<file path="src/rtl/sdr_parameters.sv">
// Shared types for the SDR APB master: FSM state encoding, queued command format
// and a debug helper that turns a state into printable ASCII.
package sdr_parameters;

    typedef enum logic [1:0] {
        StIdle   = 2'd0,
        StSetup  = 2'd1,
        StAccess = 2'd2
    } apb_mst_state_t;

    typedef struct packed {
        logic        write;
        logic [15:0] addr;
        logic [15:0] wdata;
    } apb_cmd_t;

    // Six ASCII characters, space padded, for waveform or log display.
    function automatic logic [47:0] state_name(input apb_mst_state_t st);
        logic [47:0] name;
        case (st)
            StIdle:   name = "IDLE  ";
            StSetup:  name = "SETUP ";
            StAccess: name = "ACCESS";
            default:  name = "BAD   ";
        endcase
        return name;
    endfunction

endpackage

</file>
<file path="src/rtl/sdr_cmd_fifo.sv">
// Command FIFO for the APB master with a registered head stage: a pushed entry
// becomes visible at the head one cycle after it is written.
module sdr_cmd_fifo
    import sdr_parameters::*;
#(
    parameter int unsigned Depth = 4
) (
    input  logic     clk_i,
    input  logic     rst_ni,
    input  logic     push_i,
    input  apb_cmd_t push_data_i,
    output logic     full_o,
    input  logic     pop_i,
    output apb_cmd_t head_o,
    output logic     head_valid_o
);

    localparam int unsigned PtrW = (Depth > 1) ? $clog2(Depth) : 1;
    localparam int unsigned CntW = PtrW + 1;

    apb_cmd_t        mem_q [Depth];
    logic [PtrW-1:0] wr_ptr_q, wr_ptr_d;
    logic [PtrW-1:0] rd_ptr_q, rd_ptr_d;
    logic [CntW-1:0] count_q, count_d;
    logic            full_q, full_d;
    apb_cmd_t        head_q, head_d;
    logic            head_valid_q, head_valid_d;

    always_comb begin
        wr_ptr_d     = wr_ptr_q + PtrW'(push_i);
        rd_ptr_d     = rd_ptr_q + PtrW'(pop_i);
        count_d      = count_q + CntW'(push_i) - CntW'(pop_i);
        full_d       = (count_d == CntW'(Depth));
        // Only entries already stored before this edge may become the head.
        head_valid_d = ((count_q - CntW'(pop_i)) != '0);
        head_d       = mem_q[rd_ptr_d];
    end

    always_ff @(posedge clk_i or negedge rst_ni) begin
        if (!rst_ni) begin
            wr_ptr_q     <= '0;
            rd_ptr_q     <= '0;
            count_q      <= '0;
            full_q       <= 1'b0;
            head_q       <= '0;
            head_valid_q <= 1'b0;
        end else begin
            wr_ptr_q     <= wr_ptr_d;
            rd_ptr_q     <= rd_ptr_d;
            count_q      <= count_d;
            full_q       <= full_d;
            head_q       <= head_d;
            head_valid_q <= head_valid_d;
        end
    end

    always_ff @(posedge clk_i) begin
        if (push_i) begin
            mem_q[wr_ptr_q] <= push_data_i;
        end
    end

    assign full_o       = full_q;
    assign head_o       = head_q;
    assign head_valid_o = head_valid_q;

endmodule

</file>
<file path="src/rtl/sdr_apb_master.sv">
// Queued APB master: host commands go through sdr_cmd_fifo and are issued in order
// as SETUP/ACCESS transfers. Define SDR_APB_TIMEOUT_EN to abort stalled ACCESS phases.
module sdr_apb_master
    import sdr_parameters::*;
#(
    parameter int unsigned FIFO_DEPTH  = 4,
    parameter int unsigned TIMEOUT_CYC = 256
) (
    input  logic        pclk,
    input  logic        preset,
    input  logic        cmd_valid,
    output logic        cmd_ready,
    input  logic        cmd_write,
    input  logic [15:0] cmd_addr,
    input  logic [15:0] cmd_wdata,
    output logic        rsp_valid,
    output logic [15:0] rsp_rdata,
    output logic        rsp_err,
    output logic        pselect,
    output logic        penable,
    output logic        pwrite,
    output logic [15:0] paddr,
    output logic [15:0] pwdata,
    input  logic [15:0] prdata,
    input  logic [15:0] pready
);

    apb_mst_state_t state_q, state_d;
    apb_cmd_t       cmd_q, cmd_d;
    apb_cmd_t       push_cmd;
    apb_cmd_t       head;
    logic           head_valid;
    logic           fifo_full;
    logic           push;
    logic           pop;
    logic           done;
    logic           rsp_valid_q, rsp_valid_d;
    logic [15:0]    rsp_rdata_q, rsp_rdata_d;
    logic           unused_pready;

`ifdef SDR_APB_TIMEOUT_EN
    localparam int unsigned TmoW = (TIMEOUT_CYC > 1) ? $clog2(TIMEOUT_CYC) : 1;

    logic [TmoW-1:0] tmo_cnt_q, tmo_cnt_d;
    logic            rsp_err_q, rsp_err_d;
`else
    logic            unused_tmo;

    assign unused_tmo = ^TIMEOUT_CYC;
`endif

    // Held low during reset so the host cannot push into a FIFO being cleared.
    assign cmd_ready = preset & ~fifo_full;
    assign push      = cmd_valid & cmd_ready;
    assign push_cmd  = '{write: cmd_write, addr: cmd_addr, wdata: cmd_wdata};

    sdr_cmd_fifo #(
        .Depth (FIFO_DEPTH)
    ) u_fifo (
        .clk_i        (pclk),
        .rst_ni       (preset),
        .push_i       (push),
        .push_data_i  (push_cmd),
        .full_o       (fifo_full),
        .pop_i        (pop),
        .head_o       (head),
        .head_valid_o (head_valid)
    );

    always_comb begin
        state_d     = state_q;
        cmd_d       = cmd_q;
        pop         = 1'b0;
        done        = 1'b0;
        rsp_valid_d = 1'b0;
        rsp_rdata_d = '0;
`ifdef SDR_APB_TIMEOUT_EN
        tmo_cnt_d   = tmo_cnt_q;
        rsp_err_d   = 1'b0;
`endif
        case (state_q)
            StIdle:  state_d = StIdle;
            StSetup: state_d = StAccess;
            StAccess: begin
                if (pready[0]) begin
                    done        = 1'b1;
                    rsp_valid_d = 1'b1;
                    rsp_rdata_d = cmd_q.write ? 16'h0000 : prdata;
`ifdef SDR_APB_TIMEOUT_EN
                end else if (tmo_cnt_q == TmoW'(TIMEOUT_CYC - 1)) begin
                    done        = 1'b1;
                    rsp_valid_d = 1'b1;
                    rsp_err_d   = 1'b1;
                end else begin
                    tmo_cnt_d = tmo_cnt_q + TmoW'(1);
`endif
                end
            end
            default: state_d = StIdle;
        endcase

        // Issue from IDLE or straight after a completion, so back-to-back skips IDLE.
        if (state_q == StIdle || done) begin
            if (head_valid) begin
                pop     = 1'b1;
                cmd_d   = head;
                state_d = StSetup;
`ifdef SDR_APB_TIMEOUT_EN
                tmo_cnt_d = '0;
`endif
            end else begin
                state_d = StIdle;
            end
        end
    end

    always_ff @(posedge pclk or negedge preset) begin
        if (!preset) begin
            state_q     <= StIdle;
            cmd_q       <= '0;
            rsp_valid_q <= 1'b0;
            rsp_rdata_q <= '0;
        end else begin
            state_q     <= state_d;
            cmd_q       <= cmd_d;
            rsp_valid_q <= rsp_valid_d;
            rsp_rdata_q <= rsp_rdata_d;
        end
    end

`ifdef SDR_APB_TIMEOUT_EN
    always_ff @(posedge pclk or negedge preset) begin
        if (!preset) begin
            tmo_cnt_q <= '0;
            rsp_err_q <= 1'b0;
        end else begin
            tmo_cnt_q <= tmo_cnt_d;
            rsp_err_q <= rsp_err_d;
        end
    end

    assign rsp_err = rsp_err_q;
`else
    assign rsp_err = 1'b0;
`endif

    assign unused_pready = ^pready[15:1];

    assign pselect   = (state_q != StIdle);
    assign penable   = (state_q == StAccess);
    assign pwrite    = cmd_q.write;
    assign paddr     = cmd_q.addr;
    assign pwdata    = cmd_q.wdata;
    assign rsp_valid = rsp_valid_q;
    assign rsp_rdata = rsp_rdata_q;

endmodule

</file>
<file path="config.mk">
export PLATFORM = sky130hd
export DESIGN_NAME = sdr_apb_master
export DESIGN_NICKNAME = d
export VERILOG_FILES = /design/src/rtl/sdr_parameters.sv /design/src/rtl/sdr_cmd_fifo.sv /design/src/rtl/sdr_apb_master.sv
export SDC_FILE = /design/constraint.sdc
export NUM_CORES = 1
export LEC_CHECK = 0
export BUFFER_PORTS_ARGS = -buffer_cell sky130_fd_sc_hd__buf_2
export CORE_UTILIZATION = 45
export CTS_CLUSTER_SIZE = 30
export DETAILED_ROUTE_END_ITERATION = 12
export PLACE_DENSITY = 0.65
export SLEW_MARGIN = 20
export SYNTH_ARGS = -nofsm -noshare
export SYNTH_HDL_FRONTEND = slang
export SYNTH_SLANG_ARGS = --single-unit
</file>
<file path="constraint.sdc">
create_clock -name pclk -period 4.3 [get_ports pclk]
set_input_delay 0.43 -clock pclk [delete_from_list [all_inputs] [get_ports pclk]]
set_output_delay 0.43 -clock pclk [all_outputs]
set_load 0.005 [all_outputs]
</file>
==> reports/metrics.yaml, run 1 <==
floorplan:
  dieHeight_um: 136
  core-area_um2: 17400
  dieWidth_um: 136
  start_util: 0.462
  row_count: 48
  die_area_um2: 18400
  io_pins: 122
detailed_routing:
  viasPerCell: 4.95
  wirelength_um: 13200
  drtIter0Drc: 135
  vias: 3604
  routedWlPerCell_um: 18.1
  drtAntennaViolNets: 0
  dr.pass1.iters: 4
  route.detailed.drc: 0
power_and_ir_drop:
  combPwrFrac: 0.309
  p_int_w: 0.00519
  sw_frac_of_total: 0.269
  power.density_nw_per_um2: 741
  switchingPower_w: 0.00191
  clkPwrFrac: 0.260
  vdd_ir_drop_max_v: 0.000465
  p_leak_nw: 3.85
  p_seq_frac: 0.431
sta:
  max_freq_mhz: 354
  setup_viol: 0
  final_hold_viol_count: 0
  slew_viol_final: 0
  fin_worst_skew_ns: 0.00742
  rsz0062_at_grt: "false"
  holdWs_ns: 0.143
  relSlewSlack: 0.367
  setup_tns_ns: 0
  period_minus_slack_ns: 2.83
  worst_slew_pin_slew_ns: 0.946
  post-route-period-util: 0.657
layout:
  utilization: 0.551
  final_cell_mix: "edfxtp_1 (132), buf_2 (104), dfrtp_1 (94)"
  layout.cells.most_common: "edfxtp_1"
  drive_above_1_share: 0.438
  fin_cells: 728
  final_nets: 560
  area_growth_pct: 19.1
clock_tree:
  cts-buffers-inserted: 23
  clkSlewWorstSetupHoldPaths_ns: 0.06
  root_buffer: "clkbuf_16"
  clockBufferDepth: 3
  cts_tree: "yes"
  h-tree-depth: 1
  clock-sinks: 226
  clock_latency_ns: 0.50
  cts_resized: 0
synth:
  syn_inst: 359
  avgSynthCellArea_um2: 22.4
  yosys_warnings: 0
  ys_types: 30
  ys_ff_latch: 226
  synthesis.area_um2: 8050
  syn_nets: 434
  seq_area_frac_synth: 0.784
placement:
  dpl.hpwl_um: 7910
  dp.cells: 684
  place.gp.congestion: 0.664
  port_buffers: 105
global_route:
  grt_pass1_wl_um: 20900
  grt-ovfl-total: 0
  track_usage: 0.150
  grt_max_degree: 54
  grt_pass1_vias: 3884
  antenna_found_initial: 0
min_path:
  worstHoldPathType: "primary input to register"
worst_setup_path:
  end_kind: "register"
  worstSetupPathType: "register to register"
  cp-start-kind: "register"
  critPathMaxFanout: 35
  critPathArrivalTime_ns: 3.23
  cp.required_ns: 4.71
outcome:
  status: "finished, final reports clean"
job:
  cap_viol_max_count: 0
## cell families (layout without fill, tap and decap cells)
family,after synthesis,after routing,share of synthesized area
simple gates,33,33,0.0252
compound gates,1,1,0.000621
other cells,1,2,0.000466
xor+xnor,5,5,0.00637
buf+inv,20,163,0.0194
flops,226,226,0.784
mux,66,66,0.152
fa+ha+maj,7,7,0.0118
## cell type report
class / count / area, µm²
fill: 1383 / 7830
sequential: 226 / 6320
multi-input combinational: 113 / 1620
timing repair buffer: 114 / 636
clock buffer: 29 / 618
tap: 225 / 282
clock inverter: 13 / 93.8
inverter: 7 / 26.3
antenna: 1 / 2.50
## per-stage QoR
step / cell area [µm²] / total power [W] / setup slack, ns
final: 9590 / 0.00711 / 1.47
after global routing: 9590 / 0.00752 / 1.30
after CTS: 9590 / 0.00724 / 1.44
after detailed placement: 8860 / 0.00536 / 1.31
after global placement: 8840 / 0.00530 / 1.39
after floorplan: 8050 / 0.00481 / 0.635
## Yosys cell counts
cell type  count  share of area
and2_1        16          0.012
and2b_1        1        0.00093
and3_1         3         0.0023
and3b_1        1         0.0011
buf_12         3         0.0075
buf_2          2         0.0012
buf_4          6         0.0056
buf_6          1         0.0014
clkbuf_1       1        0.00047
conb_1         1        0.00047
dfrtp_1       94           0.29
edfxtp_1     132           0.49
fa_1           1         0.0025
ha_1           6         0.0093
inv_1          7         0.0033
mux2_2         4         0.0056
mux2_4        29          0.054
mux4_2        33          0.092
nand2_1        2        0.00093
nand2b_1       2         0.0016
nand3_1        1        0.00062
nor2_1         1        0.00047
nor2b_1        2         0.0016
nor3_1         1        0.00062
nor3b_1        2         0.0019
o21ai_0        1        0.00062
or2_2          1        0.00078
xnor2_1        3         0.0033
xor2_1         1         0.0011
xor2_2         1         0.0020
## power groups by stage
stage	Sequential [W]	Clock, W	Combinational [W]
after floorplan	0.00307	0	0.00173
after global placement	0.00309	0	0.00221
after detailed placement	0.00312	0	0.00224
after CTS	0.00308	0.00191	0.00226
after global routing	0.00313	0.00199	0.00240
final	0.00307	0.00185	0.00219
## per-layer routing
metal  up-vias  track usage  part of all wire
met1      1860        0.195              0.43
met4         0       0.0412             0.018
met2       104        0.256              0.50
met3        16       0.0337             0.054
li1       1624            -                 -
met5         -            0                 0
## sequential cells by signal, summed over array words and instances, names as in the netlist
register / cells
u_fifo.mem_q: 132
rsp_valid: 1
u_fifo.count_q: 3
pwdata: 16
u_fifo.head_valid_o: 1
paddr: 16
u_fifo.head_o: 33
state_q: 2
rsp_rdata: 16
u_fifo.full_o: 1
u_fifo.rd_ptr_q: 2
u_fifo.wr_ptr_q: 2
pwrite: 1
## final timing paths
kind                                   from  cells past startpoint  slack, ns       endpoint
setup reg to reg                 state_q[1]                     10       1.47  u_fifo.full_o
hold / removal                    prdata[7]                      2       0.14   rsp_rdata[7]
setup / recovery                 state_q[1]                     10       1.47  u_fifo.full_o
hold reg to reg            u_fifo.head_o[9]                      1       0.47      pwdata[9]
max in group asynchronous            preset                      3       2.73      pwdata[4]
min in group asynchronous            preset                      2       0.47     state_q[0]
## repair_timing
| item | in CTS | in global routing |
|---|---|---|
| endpoints found under the hold margin | 41 | 0 |
| setup buffers | 0 | 0 |
| endpoints found under the setup margin | 0 | 0 |
| hold buffers | 1 | 0 |
## critical path: stages (launching register included)
cell and delay [ns]:
dfrtp_1 0.40, nand2b_1 0.10, and3_2 0.24, buf_4 0.58
ha_1 0.36, inv_1 0.07, ha_1 0.14, inv_1 0.05
fa_1 0.38, xnor2_1 0.21, nor3b_1 0.20
Power figures use the tool's default switching activity.
==> run 2, diff against run 1 <==
Clock period 4.3 ns to 2.9 ns, I/O delays scaled along.
==> reports/metrics.yaml, run 2 (synthesis gave the netlist of run 1 again) <==
layout:
  drive_above_1_share: 0.412  # was 0.438
  utilization: 0.583  # was 0.551
  layout.cells.most_common: "edfxtp_1"  # unchanged
  largest_reg_flops: 132  # unchanged
  final_nets: 604  # was 560
  regMostFlops: "u_fifo.mem_q"  # unchanged
  area_growth_pct: 26.2  # was 19.1%
  final_cell_mix: "edfxtp_1 (132), buf_2 (104), dfrtp_1 (94)"  # unchanged
worst_setup_path:
  critPathMaxFanout: 5  # was 35
  worstReg2RegStart: "state_q[1]"  # unchanged
  cp-endpoint: "u_fifo.full_o"  # unchanged
  critPathArrivalTime_ns: 2.55  # was 3.23 ns
  end_kind: "register"  # unchanged
  r2r_slack_ns: 0.76  # was 1.47 ns
  cp-start-kind: "register"  # unchanged
  reg2reg_depth: 9  # was 10
  cp-startpoint: "state_q[1]"  # unchanged
  cp.required_ns: 3.31  # was 4.71 ns
  reg2reg_to: "u_fifo.full_o"  # unchanged
  worstSetupPathType: "register to register"  # unchanged
clock_tree:
  cts_resized: 0  # unchanged
  clockBufferDepth: 3  # unchanged
  clock_latency_ns: 0.51  # was 0.50 ns
  clkSlewWorstSetupHoldPaths_ns: 0.06  # about the same
  h-tree-depth: 1  # unchanged
  clock-sinks: 226  # unchanged
  postCtsHoldBufs: 42  # was 1
  cts-buffers-inserted: 23  # unchanged
  post-cts-setup-buffer-count: 0  # unchanged
  root_buffer: "clkbuf_16"  # unchanged
  cts_tree: "yes"  # unchanged
sta:
  period_minus_slack_ns: 2.14  # was 2.83 ns
  rsz0062_at_grt: "false"  # unchanged
  setup_tns_ns: 0  # unchanged
  fin_worst_skew_ns: 0.0141  # was 0.00742 ns
  slew_viol_final: 0  # unchanged
  fin_ws_ns: 0.755  # was 1.47 ns
  post-route-period-util: 0.740  # was 0.657
  relSlewSlack: 0.570  # was 0.367
  worst_slew_pin_slew_ns: 0.644  # was 0.946 ns
  max_freq_mhz: 466  # was 354 MHz
  setup_viol: 0  # unchanged
  final_hold_viol_count: 0  # unchanged
power_and_ir_drop:
  p_seq_frac: 0.410  # was 0.431
  vdd_ir_drop_max_v: 0.000658  # was 0.000465 V
  switchingPower_w: 0.00291  # was 0.00191 W
  clkPwrFrac: 0.287  # was 0.260
  combPwrFrac: 0.303  # was 0.309
  sw_frac_of_total: 0.261  # was 0.269
  p_int_w: 0.00823  # was 0.00519 W
  power.density_nw_per_um2: 1100  # was 741 nW/µm²
  p_leak_nw: 4.10  # was 3.85 nW
  power.total_w: 0.0111  # was 0.00711 W
global_route:
  grt_pass1_wl_um: 21900  # was 20900 µm
  track_usage: 0.159  # was 0.150
  antenna_found_initial: 1  # was 0
  grt_max_degree: 49  # was 54
  grt_pass1_vias: 4107  # was 3884
  grt-ovfl-total: 0  # unchanged
floorplan:
  start_util: 0.462  # unchanged
  dieHeight_um: 136  # unchanged
  io_pins: 122  # unchanged
  dieWidth_um: 136  # unchanged
  core-area_um2: 17400  # unchanged
  row_count: 48  # unchanged
  die_area_um2: 18400  # unchanged
detailed_routing:
  drtAntennaViolNets: 0  # unchanged
  route.detailed.drc: 0  # unchanged
  dr.pass1.iters: 4  # unchanged
  vias: 3761  # was 3604
  wirelength_um: 13700  # was 13200 µm
  routedWlPerCell_um: 17.8  # was 18.1 µm
  drtIter0Drc: 185  # was 135
  viasPerCell: 4.87  # was 4.95
outcome:
  status: "finished, final reports clean"  # unchanged
min_path:
  hold_start: "prdata[1]"  # was prdata[7]
  holdPathStages: 2  # unchanged
  worstHoldPathType: "primary input to register"  # unchanged
placement:
  place.gp.congestion: 0.652  # was 0.664
  port_buffers: 105  # unchanged
  dpl.hpwl_um: 7840  # was 7910 µm
  preCtsSetupSlack_ns: 0.654  # was 1.31 ns
job:
  cap_viol_max_count: 0  # unchanged
[run 2: area by class of cell]
type / instances / area (µm²)
Timing Repair Buffer: 158 / 1070
Clock inverter: 9 / 175
Clock buffer: 33 / 664
Multi-Input combinational cell: 113 / 1630
Sequential cell: 226 / 6320
Inverter: 7 / 26.3
Antenna cell: 1 / 2.50
Tap cell: 225 / 282
Fill cell: 1312 / 7250
[run 2: layer usage]
| layer | vias up | global-route usage | routed length [µm] |
|---|---|---|---|
| li1 | 1710 | - | - |
| met1 | 1919 | 0.202 | 5980 |
| met2 | 105 | 0.272 | 6740 |
| met3 | 27 | 0.0337 | 703 |
| met4 | 0 | 0.0499 | 314 |
| met5 | - | 0 | 0 |
[run 2: worst min path at each step]
stage / end / slack [ns]
after floorplan: paddr[0] / -0.006
after global placement: rsp_valid / 0.44
after detailed placement: rsp_valid / 0.45
after CTS: rsp_rdata[8] / 0.002
after global routing: rsp_rdata[1] / 0.01
final: rsp_rdata[1] / 0.02
[run 2: power groups by stage]
stage          Combinational, W  Clock (W)  Sequential (W)
2_1_floorplan           0.00257          0         0.00456
3_3_place_gp            0.00333          0         0.00459
3_5_place_dp            0.00340          0         0.00463
4_1_cts                 0.00347    0.00327         0.00457
5_1_grt                 0.00369    0.00341         0.00464
6_report                0.00338    0.00319         0.00457
[run 2: per-stage QoR]
stage | cell area (µm²) | hold slack [ns] | instances
finish | 10200 | 0.0171 | 772
CTS | 10200 | 0.00154 | 771
global placement | 8900 | 0.445 | 687
global route | 10200 | 0.0106 | 772
floorplan | 8060 | -0.00559 | 359
detailed placement | 8900 | 0.452 | 687
[run 2: worst max-delay path, cell delays in order, from the launching register on]
cell	delay, ns
dfrtp_1	0.38
nand2b_1	0.08
and3_2	0.25
ha_1	0.31
inv_1	0.06
ha_1	0.13
inv_1	0.05
fa_1	0.38
xnor2_1	0.21
nor3b_1	0.21
==> run 3, diff against run 2 <==
Settings changed: PLACE_DENSITY 0.65 to 0.68.
Clock period 2.9 ns to 1.91 ns, I/O delays scaled along.
==> reports/metrics.yaml, run 3 (synthesis gave the netlist of run 1 again) <==
layout:
  drive_above_1_share: 0.429  # was 0.412
  largest_reg_flops: 132  # unchanged
  regMostFlops: "u_fifo.mem_q"  # unchanged
  final_nets: 624  # was 604
  fin_cells: 791  # was 772
  n_antenna_cell: 0  # was 1
  area_growth_pct: 27.8  # was 26.2%
  fin_area_um2: 10300  # was 10200 µm²
  layout.cells.most_common: "edfxtp_1"  # unchanged
  final_cell_mix: "edfxtp_1 (132), buf_2 (104), dfrtp_1 (94)"  # unchanged
  utilization: 0.591  # was 0.583
sta:
  slew_viol_final: 0  # unchanged
  fin_worst_skew_ns: 0.00859  # was 0.0141 ns
  setup_viol: 0  # unchanged
  post-route-period-util: 0.992  # was 0.740
  final_hold_viol_count: 0  # unchanged
  rsz0062_at_grt: "true"  # was false
  worst_slew_pin_slew_ns: 0.701  # was 0.644 ns
  relSlewSlack: 0.532  # was 0.570
  period_minus_slack_ns: 1.89  # was 2.14 ns
  max_freq_mhz: 528  # was 466 MHz
clock_tree:
  clock_latency_ns: 0.50  # was 0.51 ns
  clockBufferDepth: 3  # unchanged
  cts-buffers-inserted: 23  # unchanged
  clock-sinks: 226  # unchanged
  clkSlewWorstSetupHoldPaths_ns: 0.06  # about the same
  root_buffer: "clkbuf_16"  # unchanged
  h-tree-depth: 1  # unchanged
  cts_tree: "yes"  # unchanged
power_and_ir_drop:
  vdd_ir_drop_max_v: 0.000921  # was 0.000658 V
  p_leak_nw: 4.15  # was 4.10 nW
  power.density_nw_per_um2: 1620  # was 1100 nW/µm²
placement:
  dpl.hpwl_um: 8420  # was 7840 µm
  placed_area_um2: 9060  # was 8900 µm²
  place.gp.congestion: 0.659  # was 0.652
  dp.cells: 697  # was 687
  port_buffers: 105  # unchanged
worst_setup_path:
  cp-start-kind: "register"  # unchanged
  r2r_slack_ns: 0.02  # was 0.76 ns
  cp.required_ns: 2.33  # was 3.31 ns
  worstReg2RegStart: "state_q[1]"  # unchanged
  reg2reg_to: "u_fifo.full_o"  # unchanged
  critPathMaxFanout: 4  # was 5
  reg2reg_depth: 9  # unchanged
  end_kind: "register"  # unchanged
  critPathArrivalTime_ns: 2.32  # was 2.55 ns
  worstSetupPathType: "register to register"  # unchanged
detailed_routing:
  vias: 3865  # was 3761
  viasPerCell: 4.89  # was 4.87
  route.detailed.drc: 0  # unchanged
  drtIter0Drc: 173  # was 185
  drtAntennaViolNets: 0  # unchanged
  wirelength_um: 13700  # about the same
  routedWlPerCell_um: 17.3  # was 17.8 µm
  dr.pass1.iters: 4  # unchanged
floorplan:
  start_util: 0.462  # unchanged
  dieWidth_um: 136  # unchanged
  die_area_um2: 18400  # unchanged
  io_pins: 122  # unchanged
  core-area_um2: 17400  # unchanged
  dieHeight_um: 136  # unchanged
  row_count: 48  # unchanged
global_route:
  grt_pass1_vias: 4225  # was 4107
  antenna_found_initial: 0  # was 1
  track_usage: 0.157  # was 0.159
  grt-ovfl-total: 0  # unchanged
  grt_max_degree: 53  # was 49
  grt_pass1_wl_um: 21900  # unchanged
min_path:
  holdPathStages: 4  # was 2
  min_to: "u_fifo.wr_ptr_q[0]"  # was rsp_rdata[1]
  hold_start: "cmd_valid"  # was prdata[1]
  worstHoldPathType: "primary input to register"  # unchanged
outcome:
  status: "finished, final reports clean"  # unchanged
job:
  cap_viol_max_count: 0  # unchanged
run 3: critical path: stages (launching register included):
cell and delay, ns:
dfrtp_1 0.41, nand2b_4 0.08, and3_4 0.22, ha_4 0.21, inv_2 0.06, ha_4 0.12, inv_2 0.03, fa_2 0.52
inv_2 0.04, nor3b_2 0.13
run 3: cell type report:
class                           count  area [µm²]
Multi-Input combinational cell    113        1690
Clock buffer                       36         664
Clock inverter                      6        36.3
Tap cell                          225         282
Timing Repair Buffer              178        1280
Fill cell                        1308        7130
Sequential cell                   226        6320
Inverter                            7        26.3
run 3: through the flow:
| step | setup TNS, ns | hold WS, ns | worst slack, ns | total power, W |
|---|---|---|---|---|
| final | 0 | 0.217 | 0.0156 | 0.0167 |
| after global routing | -0.0507 | 0.220 | -0.0507 | 0.0176 |
| after CTS | 0 | 0.213 | 0.00285 | 0.0170 |
| after detailed placement | -0.0510 | 0.314 | -0.0510 | 0.0127 |
| after global placement | -0.0186 | 0.304 | -0.0186 | 0.0125 |
| after floorplan | -3.80 | -0.105 | -0.150 | 0.0113 |
run 3: how the worst max path moves through the flow:
stage / startpoint / endpoint / slack, ns / cells after the start
6_report: state_q[1] / u_fifo.full_o / 0.02 / 9
5_1_grt: state_q[0] / u_fifo.full_o / -0.05 / 9
4_1_cts: state_q[1] / u_fifo.full_o / 0.003 / 9
3_5_place_dp: state_q[1] / u_fifo.full_o / -0.05 / 9
3_3_place_gp: state_q[1] / u_fifo.full_o / -0.02 / 9
2_1_floorplan: state_q[1] / u_fifo.full_o / -0.15 / 11
run 3: power breakdown:
group / switching [W] / total [W] / internal (W) / leakage (nW)
registers: 0.000521 / 0.00694 / 0.00642 / 2.33
clock network: 0.00171 / 0.00411 / 0.00239 / 0.345
logic: 0.00225 / 0.00567 / 0.00341 / 1.47
run 3: metal layers:
layer / part of all wire / track usage / up-vias
met5: 0 / 0 / -
met4: 0.018 / 0.0481 / 0
met3: 0.052 / 0.0303 / 26
met2: 0.50 / 0.270 / 108
met1: 0.43 / 0.201 / 1973
li1: - / - / 1758
run 3: timing repair:
action,4_1_cts,5_1_grt
pin swaps,2,1
setup endpoints to repair,1,2
gates cloned,0,0
setup buffers,1,0
hold buffers,51,0
resized for setup,1,1
hold endpoints to repair,192,0
